### src/rtl/vga_sync_gen.sv
// vga_sync_gen: 640x480@60 Hz raster timing generator.
// Divides clk down to a pixel-rate tick, runs the horizontal/vertical
// counters and registers the sync, blanking and visible-coordinate decode.
// Optional feature: define VGA_SYNC_FRAME_CNT_EN to build the 8-bit frame
// counter on frame_cnt; otherwise frame_cnt is tied to zero.
module vga_sync_gen #(
  parameter int CLK_DIV   = 4,
  parameter int H_VISIBLE = 640,
  parameter int H_FP      = 16,
  parameter int H_SYNC    = 96,
  parameter int H_BP      = 48,
  parameter int V_VISIBLE = 480,
  parameter int V_FP      = 10,
  parameter int V_SYNC    = 2,
  parameter int V_BP      = 33
) (
  input  logic       clk,
  input  logic       clr,
  output logic       pixel_tick,
  output logic       hsync,
  output logic       vsync,
  output logic       vga_on,
  output logic [9:0] Pixel_X,
  output logic [8:0] Pixel_Y,
  output logic       frame_start,
  output logic [7:0] frame_cnt
);

  localparam int H_TOTAL = H_VISIBLE + H_FP + H_SYNC + H_BP;
  localparam int V_TOTAL = V_VISIBLE + V_FP + V_SYNC + V_BP;
  localparam int DIV_W   = (CLK_DIV > 1) ? $clog2(CLK_DIV) : 1;

  localparam logic [DIV_W-1:0] DIV_LAST = DIV_W'(CLK_DIV - 1);

  localparam logic [9:0] H_VIS_END    = 10'(H_VISIBLE);
  localparam logic [9:0] H_SYNC_FIRST = 10'(H_VISIBLE + H_FP);
  localparam logic [9:0] H_SYNC_LAST  = 10'(H_VISIBLE + H_FP + H_SYNC - 1);
  localparam logic [9:0] H_LAST       = 10'(H_TOTAL - 1);
  localparam logic [9:0] V_VIS_END    = 10'(V_VISIBLE);
  localparam logic [9:0] V_SYNC_FIRST = 10'(V_VISIBLE + V_FP);
  localparam logic [9:0] V_SYNC_LAST  = 10'(V_VISIBLE + V_FP + V_SYNC - 1);
  localparam logic [9:0] V_LAST       = 10'(V_TOTAL - 1);

  logic [DIV_W-1:0] div_cnt_d, div_cnt_q;
  logic             pixel_tick_d, pixel_tick_q;
  logic [9:0]       h_cnt_d, h_cnt_q;
  logic [9:0]       v_cnt_d, v_cnt_q;
  logic             hsync_d, hsync_q;
  logic             vsync_d, vsync_q;
  logic             vga_on_d, vga_on_q;
  logic [9:0]       pixel_x_d, pixel_x_q;
  logic [8:0]       pixel_y_d, pixel_y_q;
  logic             frame_start_d, frame_start_q;
  logic             visible;

  // Clock divider: wrap at CLK_DIV-1 and raise the tick for the next cycle.
  always_comb begin
    // NOTE: every always_comb output gets a default first so no path can
    // leave it unassigned and infer a latch.
    div_cnt_d    = div_cnt_q + DIV_W'(1);
    pixel_tick_d = 1'b0;
    if (div_cnt_q == DIV_LAST) begin
      div_cnt_d    = '0;
      pixel_tick_d = 1'b1;
    end
  end

  // Raster step: decode the current (h,v) into the outputs, then advance.
  always_comb begin
    h_cnt_d       = h_cnt_q;
    v_cnt_d       = v_cnt_q;
    hsync_d       = hsync_q;
    vsync_d       = vsync_q;
    vga_on_d      = vga_on_q;
    pixel_x_d     = pixel_x_q;
    pixel_y_d     = pixel_y_q;
    frame_start_d = 1'b0;
    visible       = (h_cnt_q < H_VIS_END) && (v_cnt_q < V_VIS_END);
    if (pixel_tick_q) begin
      vga_on_d      = visible;
      hsync_d       = !((h_cnt_q >= H_SYNC_FIRST) && (h_cnt_q <= H_SYNC_LAST));
      vsync_d       = !((v_cnt_q >= V_SYNC_FIRST) && (v_cnt_q <= V_SYNC_LAST));
      pixel_x_d     = visible ? h_cnt_q : 10'd0;
      pixel_y_d     = visible ? v_cnt_q[8:0] : 9'd0;
      frame_start_d = (h_cnt_q == 10'd0) && (v_cnt_q == 10'd0);
      if (h_cnt_q == H_LAST) begin
        h_cnt_d = 10'd0;
        v_cnt_d = (v_cnt_q == V_LAST) ? 10'd0 : v_cnt_q + 10'd1;
      end else begin
        h_cnt_d = h_cnt_q + 10'd1;
      end
    end
  end

  // State registers; clr clears everything so the raster restarts at (0,0).
  always_ff @(posedge clk or negedge clr) begin
    if (!clr) begin
      div_cnt_q     <= '0;
      pixel_tick_q  <= 1'b0;
      h_cnt_q       <= 10'd0;
      v_cnt_q       <= 10'd0;
      hsync_q       <= 1'b1;
      vsync_q       <= 1'b1;
      vga_on_q      <= 1'b0;
      pixel_x_q     <= 10'd0;
      pixel_y_q     <= 9'd0;
      frame_start_q <= 1'b0;
    end else begin
      // NOTE: non-blocking assignments so every flop samples pre-edge values.
      div_cnt_q     <= div_cnt_d;
      pixel_tick_q  <= pixel_tick_d;
      h_cnt_q       <= h_cnt_d;
      v_cnt_q       <= v_cnt_d;
      hsync_q       <= hsync_d;
      vsync_q       <= vsync_d;
      vga_on_q      <= vga_on_d;
      pixel_x_q     <= pixel_x_d;
      pixel_y_q     <= pixel_y_d;
      frame_start_q <= frame_start_d;
    end
  end

`ifdef VGA_SYNC_FRAME_CNT_EN
  logic [7:0] frame_cnt_d, frame_cnt_q;

  // Frame counter advances together with the frame_start pulse; wraps 255->0.
  always_comb begin
    frame_cnt_d = frame_cnt_q;
    if (frame_start_d) frame_cnt_d = frame_cnt_q + 8'd1;
  end

  // Frame counter register.
  always_ff @(posedge clk or negedge clr) begin
    if (!clr) frame_cnt_q <= 8'd0;
    else      frame_cnt_q <= frame_cnt_d;
  end

  assign frame_cnt = frame_cnt_q;
`else
  assign frame_cnt = 8'd0;
`endif

  assign pixel_tick  = pixel_tick_q;
  assign hsync       = hsync_q;
  assign vsync       = vsync_q;
  assign vga_on      = vga_on_q;
  assign Pixel_X     = pixel_x_q;
  assign Pixel_Y     = pixel_y_q;
  assign frame_start = frame_start_q;

endmodule

### config.mk
export PLATFORM = sky130hd
export DESIGN_NAME = vga_sync_gen
export DESIGN_NICKNAME = d
export VERILOG_FILES = /design/src/rtl/vga_sync_gen.sv
export SDC_FILE = /design/constraint.sdc
export NUM_CORES = 1
export LEC_CHECK = 0
export ABC_AREA = 0
export CORE_UTILIZATION = 35
export CTS_BUF_LIST = sky130_fd_sc_hd__clkbuf_4 sky130_fd_sc_hd__clkbuf_8
export DETAILED_ROUTE_END_ITERATION = 10
export HOLD_SLACK_MARGIN = 0.1
export SLEW_MARGIN = 0
export SYNTH_ARGS = -nofsm -noshare
export SYNTH_HDL_FRONTEND = slang
export SYNTH_SLANG_ARGS = --single-unit
### constraint.sdc
create_clock -name clk -period 2.16 [get_ports clk]
set_input_delay 0.324 -clock clk [delete_from_list [all_inputs] [get_ports clk]]
set_output_delay 0.324 -clock clk [all_outputs]
set_load 0.1 [all_outputs]
==> results of run 1 <==
==> final cells by class <==
| type | instances | area share [%] |
|---|---|---|
| tap | 72 | 3.67 |
| sequential | 46 | 47.0 |
| inverter | 8 | 1.22 |
| timing repair buffer | 31 | 9.38 |
| multi-input combinational | 126 | 34.1 |
| clock buffer | 7 | 3.41 |
| clock inverter | 1 | 1.22 |
==> kinds of logic after synthesis <==
logic type | count (synthesis) | share of synthesized area (%)
AND/OR/NAND/NOR | 58 | 16.0
AO/OA/AOI/OAI | 47 | 15.8
flip-flops | 46 | 54.9
buffers and inverters | 26 | 6.73
XOR/XNOR | 6 | 2.50
adder cells (fa/ha/maj) | 5 | 2.98
multiplexers | 2 | 0.953
other | 1 | 0.179
==> flip-flops by register name, indices dropped and copies added, names as in the netlist <==
signal	count
Pixel_Y	9
h_cnt_q	10
hsync	1
Pixel_X	10
frame_start	1
vga_on	1
pixel_tick	1
v_cnt_q	10
div_cnt_q	2
vsync	1
==> per-layer routing <==
metal  vias to the layer above  part of all wire [%]  global-route usage, %
met5                         -                     0                      0
met4                         0                   1.9                   6.55
met3                         6                   4.4                   2.51
met2                        38                    43                   20.3
met1                       702                    51                   21.5
li1                        732                     -                      -
==> how the worst min path moves through the flow <==
| stage | start | to | cells past startpoint | slack [ps] |
|---|---|---|---|---|
| 6_report | clr | v_cnt_q[1] | 1 | 70 |
| 5_1_grt | clr | v_cnt_q[9] | 1 | 130 |
| 4_1_cts | clr | Pixel_Y[4] | 1 | 100 |
| 3_5_place_dp | clr | v_cnt_q[0] | 1 | 430 |
| 3_3_place_gp | div_cnt_q[0] | div_cnt_q[0] | 1 | 410 |
| 2_1_floorplan | clr | Pixel_X[0] | 0 | 30 |
==> worst max-delay path: stages (launching register included) <==
cell and delay (ps):
dfrtp_1 490, nor4b_4 370, nand4_1 410, or3_1 470, o21ai_0 70
==> stage by stage <==
| stage | hold slack, ps | std cells |
|---|---|---|
| finish | 74.6 | 291 |
| global route | 130 | 291 |
| CTS | 103 | 291 |
| floorplan | 28.4 | 198 |
| detailed placement | 427 | 283 |
| global placement | 414 | 283 |
==> placed cells by master, fill, tap and decap left out, types with 4 or more instances in the layout <==
cell	netlist	final
ha_1	5	5
dfrtp_1	44	44
nand4_1	8	8
clkbuf_8	0	5
nand3_1	11	11
o21ai_0	15	15
inv_1	8	8
a21oi_1	4	4
buf_4	8	30
conb_1	1	8
and3_1	4	4
a22o_1	19	19
nor2_1	6	6
o31ai_1	5	5
nand2_1	10	10
==> power by group <==
part           internal (mW)  switching, mW  total [mW]
Sequential             0.860              0       0.860
Combinational        0.00298         0.0766      0.0796
Clock                  0.372          0.279       0.651
Total                   1.23          0.356        1.59
==> results_dict.tcl, run 1 <==
set metrics [dict create \
    status "complete, no violations" \
    cp-startpoint "h_cnt_q[5]" \
    die_y_um 79.5 \
    timing.final.hold_violations 0 \
    p_total_mw 1.59 \
    worst_setup_path_end_kind "register" \
    antenna_left 0 \
    gr-total-overflow 0 \
    fill_cell_instance_count_of_the_final_layout 550 \
    setup-tns-final_ps 0 \
    synth_edf_count 0 \
    postSynthAreaPerCell_um2 11.0 \
    design.core.area_um2 5640 \
    post_synth_inst_count 191 \
    tightest_pin_transition_ps 712 \
    setup_clock_skew_after_layout_ps 2.44 \
    antenna_violations_before_repair 0 \
    layout.area.seq_um2 1150 \
    final-max-slew-violation-count 0 \
    critical_path.reg2reg.startpoint "h_cnt_q[5]" \
    period_needed_ps 1890 \
    sum_of_net_half_perimeters_after_detailed_placement_um 2880 \
    drv_cap 0 \
    worst_ir_drop_vdd_v 0.000244 \
    post_synth_design_cell_area_um2 2100 \
    drc 0 \
    finish.instance_area_um2 2450 \
    ys_top_cells_by_area "dfrtp_1 (52%), a22o_1 (7.9%), o21ai_0 (3.6%)" \
    cts_max_path_buffers 2 \
    floorplan.initialDensity_pct 37.2 \
    grt_use_total_pct 14.5 \
    synthDistinctLibCells 37 \
    ctsResizeCount 0 \
    pre_cts_ws_ps 303 \
    placed_cell_area_um2 2340 \
    endpoint "v_cnt_q[3]" \
    number_of_h_tree_branching_levels 2 \
    synth.most_common_cell "dfrtp_1" \
    post-cts-setup-buffers 0 \
    slew_headroom_pct 52.6 \
    area_growth_syn_to_layout_pct 16.9 \
    worst_r2r_path_depth 4 \
    wirelength_um 4070 \
    clock_latency_ps 290 \
    clock-root-buffer "clkbuf_8" \
    cts_bufs_inserted 5 \
    initialDrtViolationCount 90 \
    buffer_ports.inserted 25 \
    max_clock_freq_ghz 0.530 \
    floorplan.die_area_um2 6320 \
    leakage_nw 1.13 \
    viasPerCell 5.08 \
    drive_above_1_share_pct 20.1 \
    post_cts_hold_buffer_count 0 \
    std_cell_rows 27 \
    timing.reg2reg.setup_slack_ps 270 \
    io_pins 34 \
    path_clk_slew_ps 80 \
    ys_seq_elements 46 \
    grt_first_pass_wirelength_um 7080 \
    wire_length_per_cell_um 14.0 \
    synth-main-ff-cell "dfrtp_1" \
    post_route_setup_slack_ps 273 \
    synthesis.yosys.warnings 0 \
    vias 1478 \
    drt_first_pass_iters 4 \
    leading_area_contributor_after_synthesis "dfrtp_1" \
    via_count_of_the_first_global_routing_pass 1419 \
    tritoncts "done" \
    hold_path.class "in -> async" \
    seq_area_frac_synth_pct 54.9 \
    n_antenna_cell 0 \
    power_density_nw_per_um2 648 \
    setup_viol_count_final 0 \
    critical_path.startpoint_type "register" \
    crit_type "reg -> reg" \
    pin_count_of_the_biggest_net_entering_global_routing 34 \
    worst_ep_arrival_time_ps 2110 \
    final_estimated_routing_congestion_in_global_placement 0.840 \
    final_core_utilization_pct 43.5 \
    multi_input_area_um2 837 \
    post_synth_most_frequent_cells "dfrtp_1 (44), a22o_1 (19), o21ai_0 (15)" \
    cts_sinks 46 \
    period_share_pct 87.4 \
    cp.required_ps 2380 \
    yosysTopAreaCellShare_pct 52.4 \
    die-width_um 79.5 \
    grt_setup_unrepaired "no" \
    synth-async-reset-ratio_pct 100 \
    r2r_end "v_cnt_q[3]" \
    timing.critical_path.fanout_max 11 \
    numnets_final 225 \
]
No activity file was read; power rests on OpenSTA's default activity.
==> inputs of run 2 (changes only) <==
Settings changed: GPL_TIMING_DRIVEN from default to 0.
==> run 2 against run 1 <==
  * Count of clock-buffer cells in the layout decreased by 1
  * Non-clock buffer count increased by 14
  * Clock power about the same
  * Global-route usage increased by 0.22 points
  * Die area unchanged
  * Sequential power about the same
  * Combinational power increased by 20%
  * Setup slack got worse by 240 ps
  * Fmax decreased by 11%
  * Hold slack improved by 360 ps
  * Critical path depth decreased by 3
  * Core utilization increased by 3.1 points
  * Critical path type is now reg -> out
  * Critical endpoint is now Pixel_Y[2]
  * Largest cell class unchanged
  * Highest routed layer unchanged
==> results_dict.tcl, run 2 (synthesis results as in run 1) <==
set metrics [dict create \
    status "complete, no violations" \
    worst_setup_path_end_kind "output port" \
    drc 0 \
    max_clock_freq_ghz 0.471 \
    final-max-slew-violation-count 0 \
    tightest_pin_transition_ps 971 \
    sum_of_net_half_perimeters_after_detailed_placement_um 2980 \
    numnets_final 239 \
    slew_headroom_pct 35.1 \
    floorplan.die_area_um2 6320 \
    worst_r2r_path_depth 6 \
    setup_viol_count_final 0 \
    drt_first_pass_iters 4 \
    critical_path.max_stage_delay_ps 1130 \
    crit_type "reg -> out" \
    cts_sinks 46 \
    viasPerCell 5.13 \
    worstHoldPathCells 1 \
    timing.final.hold_violations 0 \
    worst_path_dominant_cell_family "buffers and inverters" \
    count_of_buffer_and_inverter_cells_on_the_critical_path 1 \
    drv_cap 0 \
    hold_path.class "reg -> reg" \
    power_density_nw_per_um2 611 \
    clock_latency_ps 300 \
    floorplan.initialDensity_pct 37.2 \
    wirelength_um 4230 \
    path_depth 1 \
    cts_max_path_buffers 2 \
    number_of_h_tree_branching_levels 2 \
    cp.required_ps 1840 \
    pin_count_of_the_biggest_net_entering_global_routing 25 \
    initialDrtViolationCount 142 \
    drive_above_1_share_pct 12.0 \
    tritoncts "done" \
    worst_hold_startpoint "div_cnt_q[0]" \
    vias 1566 \
    layout.cells.most_common "dfrtp_1" \
    crit_slowest_cell "clkdlybuf4s50_1" \
    hold_end "div_cnt_q[0]" \
    timing.critical_path.fanout_max 2 \
    grt_first_pass_wirelength_um 7220 \
    final_cell_mix "dfrtp_1 (44), a22o_1 (19), o21ai_0 (15)" \
    die-width_um 79.5 \
    gr-total-overflow 0 \
    grt_use_total_pct 14.7 \
    area_growth_syn_to_layout_pct 25.1 \
    final_estimated_routing_congestion_in_global_placement 0.818 \
    critical_path.startpoint_type "register" \
    via_count_of_the_first_global_routing_pass 1442 \
    critical_path.reg2reg.startpoint "h_cnt_q[0]" \
    design.core.area_um2 5640 \
    io_pins 34 \
    final_core_utilization_pct 46.6 \
    buffer_ports.inserted 25 \
    r2r_end "v_cnt_q[5]" \
    clock-root-buffer "clkbuf_8" \
    n_antenna_cell 0 \
    setup_clock_skew_after_layout_ps 7.77 \
    antenna_violations_before_repair 0 \
    antenna_left 0 \
    cts_bufs_inserted 5 \
    path_clk_slew_ps 90 \
    final_cells 305 \
    post-cts-setup-buffers 0 \
    dp.cells 296 \
    worst_path_cell_trace "clkdlybuf4s50_1" \
    die_y_um 79.5 \
    period_share_pct 98.4 \
    worst_ir_drop_vdd_v 0.000343 \
    period_needed_ps 2120 \
    p_total_mw 1.61 \
    wire_length_per_cell_um 13.9 \
    leakage_nw 1.27 \
    timing.reg2reg.setup_slack_ps 380 \
    std_cell_rows 27 \
    worst_ep_arrival_time_ps 1800 \
]
run 2: cell count changes in the layout (fill, tap and decap cells not counted), sizes merged:
cell and delta:
dlygate4sd2 +3, clkdlybuf4s50 +14, clkbuf +3, clkinvlp +1
buf -15, dlygate4sd3 +1, dlymetal6s2s +7
run 2: per-layer routing:
metal | global-route usage (%) | routed length, µm | vias up
met2 | 21.4 | 1890 | 51
met4 | 5.45 | 60 | 0
met1 | 21.5 | 2090 | 751
met5 | 0 | 0 | -
met3 | 2.74 | 188 | 5
li1 | - | - | 759
run 2: timing repair:
action | CTS | global route
pin swaps | 0 | 0
gates resized for setup | 3 | 7
endpoints found under the hold margin | 20 | 0
setup endpoints to repair | 3 | 7
hold buffers | 1 | 0
run 2: worst max path at each step:
stage / start / endpoint
CTS: Pixel_Y[5] / Pixel_Y[5]
detailed placement: hsync / hsync
finish: Pixel_Y[2] / Pixel_Y[2]
floorplan: pixel_tick / Pixel_X[8]
global placement: clr / Pixel_X[3]
global route: Pixel_X[7] / Pixel_X[7]
run 2: power by group:
part           switching [mW]  total [mW]  internal, mW
Combinational          0.0791      0.0959        0.0167
Sequential                  0       0.860         0.860
Clock                   0.292       0.650         0.358
run 2: stage by stage:
step	worst slack (ps)	cell area, µm²	hold slack [ps]	setup TNS (ps)
detailed placement	194	2490	353	0
global placement	-495	2470	414	-21740
global route	-1.74	2630	449	-1.74
floorplan	123	2130	28.4	0
CTS	12.3	2610	443	0
finish	35.4	2630	436	0
run 2: area by class of cell:
class / instances / area [µm²]
Sequential cell: 46 / 1150
Multi-Input combinational cell: 126 / 832
Clock buffer: 6 / 76.3
Timing Repair Buffer: 27 / 297
Tap cell: 72 / 90.1
Buffer: 18 / 111
Fill cell: 506 / 3010
Clock inverter: 2 / 37.5
Inverter: 8 / 30.0
==> inputs of run 3 (changes only) <==
Clock period 2.16 ns to 1.9 ns, I/O delays scaled along.
==> run 3 against run 2 <==
  * Core utilization shrank 0.84 points
  * Combinational power grew 12%
  * Power grew 12%
  * Clock skew grew 3.3 ps
==> results_dict.tcl, run 3 (synthesis results as in run 1) <==
set metrics [dict create \
    vias 1543 \
    fill_cell_instance_count_of_the_final_layout 511 \
    worst_ep_arrival_time_ps 1530 \
    pin_count_of_the_biggest_net_entering_global_routing 30 \
    timing.hold.ws_ps 432 \
    pre_cts_ws_ps -25.8 \
    layout.cells.most_common "dfrtp_1" \
    crit_slowest_cell "dlygate4sd2_1" \
    critical_path.startpoint_type "register" \
    antenna_left 0 \
    die_y_um 79.5 \
    power_density_nw_per_um2 698 \
    timing.critical_path.fanout_max 4 \
    drc 0 \
    critical_path.max_stage_delay_ps 850 \
    cts_bufs_inserted 5 \
    wire_length_per_cell_um 13.9 \
    tritoncts "done" \
    antenna_violations_before_repair 0 \
    share_clk_of_total_power_pct 39.7 \
    post-cts-setup-buffers 0 \
    finish.instance_area_um2 2580 \
    gr-total-overflow 0 \
    design.core.area_um2 5640 \
    period_share_pct 95.4 \
    p_total_mw 1.80 \
    via_count_of_the_first_global_routing_pass 1533 \
    die-width_um 79.5 \
    layout.area.seq_um2 1150 \
    final_estimated_routing_congestion_in_global_placement 0.813 \
    drv_cap 0 \
    n_antenna_cell 0 \
    placed_cell_area_um2 2480 \
    status "complete, no violations" \
    worst_path_dominant_cell_family "buffers and inverters" \
    dp.cells 296 \
    io_pins 34 \
    setup-tns-final_ps 0 \
    leakage_nw 1.23 \
    cts_sinks 46 \
    path_clk_slew_ps 80 \
    setup_clock_skew_after_layout_ps 11.1 \
    numnets_final 239 \
    worst_setup_path_end_kind "output port" \
    number_of_h_tree_branching_levels 2 \
    cp.required_ps 1620 \
    drive_above_1_share_pct 13.7 \
    final_core_utilization_pct 45.7 \
    floorplan.initialDensity_pct 37.2 \
    buffer_ports.inserted 25 \
    wirelength_um 4230 \
    multi_input_area_um2 835 \
    tightest_pin_transition_ps 953 \
    worst_path_cell_trace "dlygate4sd2_1" \
    post_route_setup_slack_ps 87.4 \
    pwr-share-seq_pct 54.3 \
    slew_headroom_pct 36.7 \
    timing.final.hold_violations 0 \
    sum_of_net_half_perimeters_after_detailed_placement_um 2990 \
    final_cells 305 \
    power_report.internal_total_mw 1.38 \
    initialDrtViolationCount 99 \
    drt_first_pass_iters 4 \
    clock-root-buffer "clkbuf_8" \
    clock_latency_ps 300 \
    period_needed_ps 1810 \
    area_growth_syn_to_layout_pct 22.8 \
    p_comb_share_pct 6.0 \
    count_of_buffer_and_inverter_cells_on_the_critical_path 1 \
    setup_viol_count_final 0 \
    hold_path.class "reg -> reg" \
    worst_ir_drop_vdd_v 0.000306 \
    final_cell_mix "dfrtp_1 (43), dlygate4sd2_1 (22), a22o_1 (19)" \
    grt_setup_unrepaired "no" \
    std_cell_rows 27 \
    floorplan.die_area_um2 6320 \
    crit_type "reg -> out" \
    cts_max_path_buffers 2 \
    grt_use_total_pct 15.7 \
    switching_share_pct 23.2 \
    p_switching_mw 0.417 \
    viasPerCell 5.06 \
    max_clock_freq_ghz 0.552 \
    final-max-slew-violation-count 0 \
    grt_first_pass_wirelength_um 7500 \
]
-- run 3: power groups by stage --
stage	clock network (mW)	logic, mW	registers (mW)
3_3_place_gp	0	0.103	0.998
6_report	0.715	0.107	0.978
5_1_grt	0.771	0.113	0.978
4_1_cts	0.733	0.109	0.978
2_1_floorplan	0	0.0812	0.998
3_5_place_dp	0	0.107	0.998
-- run 3: area by class of cell --
class | count | share of cell area, %
sequential | 46 | 44.8
multi-input combinational | 126 | 32.3
timing repair buffer | 27 | 9.70
buffer | 18 | 4.32
tap | 72 | 3.49
clock buffer | 5 | 2.67
clock inverter | 3 | 1.55
inverter | 8 | 1.16
-- run 3: timing repair --
item,4_1_cts,5_1_grt
gates cloned,0,0
gates resized for setup,28,1
hold endpoints to repair,15,0
hold buffers,1,0
setup endpoints to repair,24,4
-- run 3: final timing paths --
path                                    from            to  slack, ps  cells after the start
min in group asynchronous                clr    v_cnt_q[1]        450                      2
worst min-delay path            div_cnt_q[0]  div_cnt_q[0]        430                      1
worst max-delay path              pixel_tick    pixel_tick         90                      1
max in group asynchronous                clr    Pixel_X[3]        940                      3
worst min register to register  div_cnt_q[0]  div_cnt_q[0]        430                      1
worst max register to register    h_cnt_q[5]    v_cnt_q[9]        180                      6
-- run 3: layer usage --
| layer | global-route usage, % | vias up | part of all wire [%] |
|---|---|---|---|
| met5 | 0 | - | 0 |
| met1 | 21.3 | 733 | 50 |
| met4 | 8.00 | 0 | 2.6 |
| met2 | 23.2 | 39 | 44 |
| li1 | - | 763 | - |
| met3 | 3.66 | 8 | 2.9 |
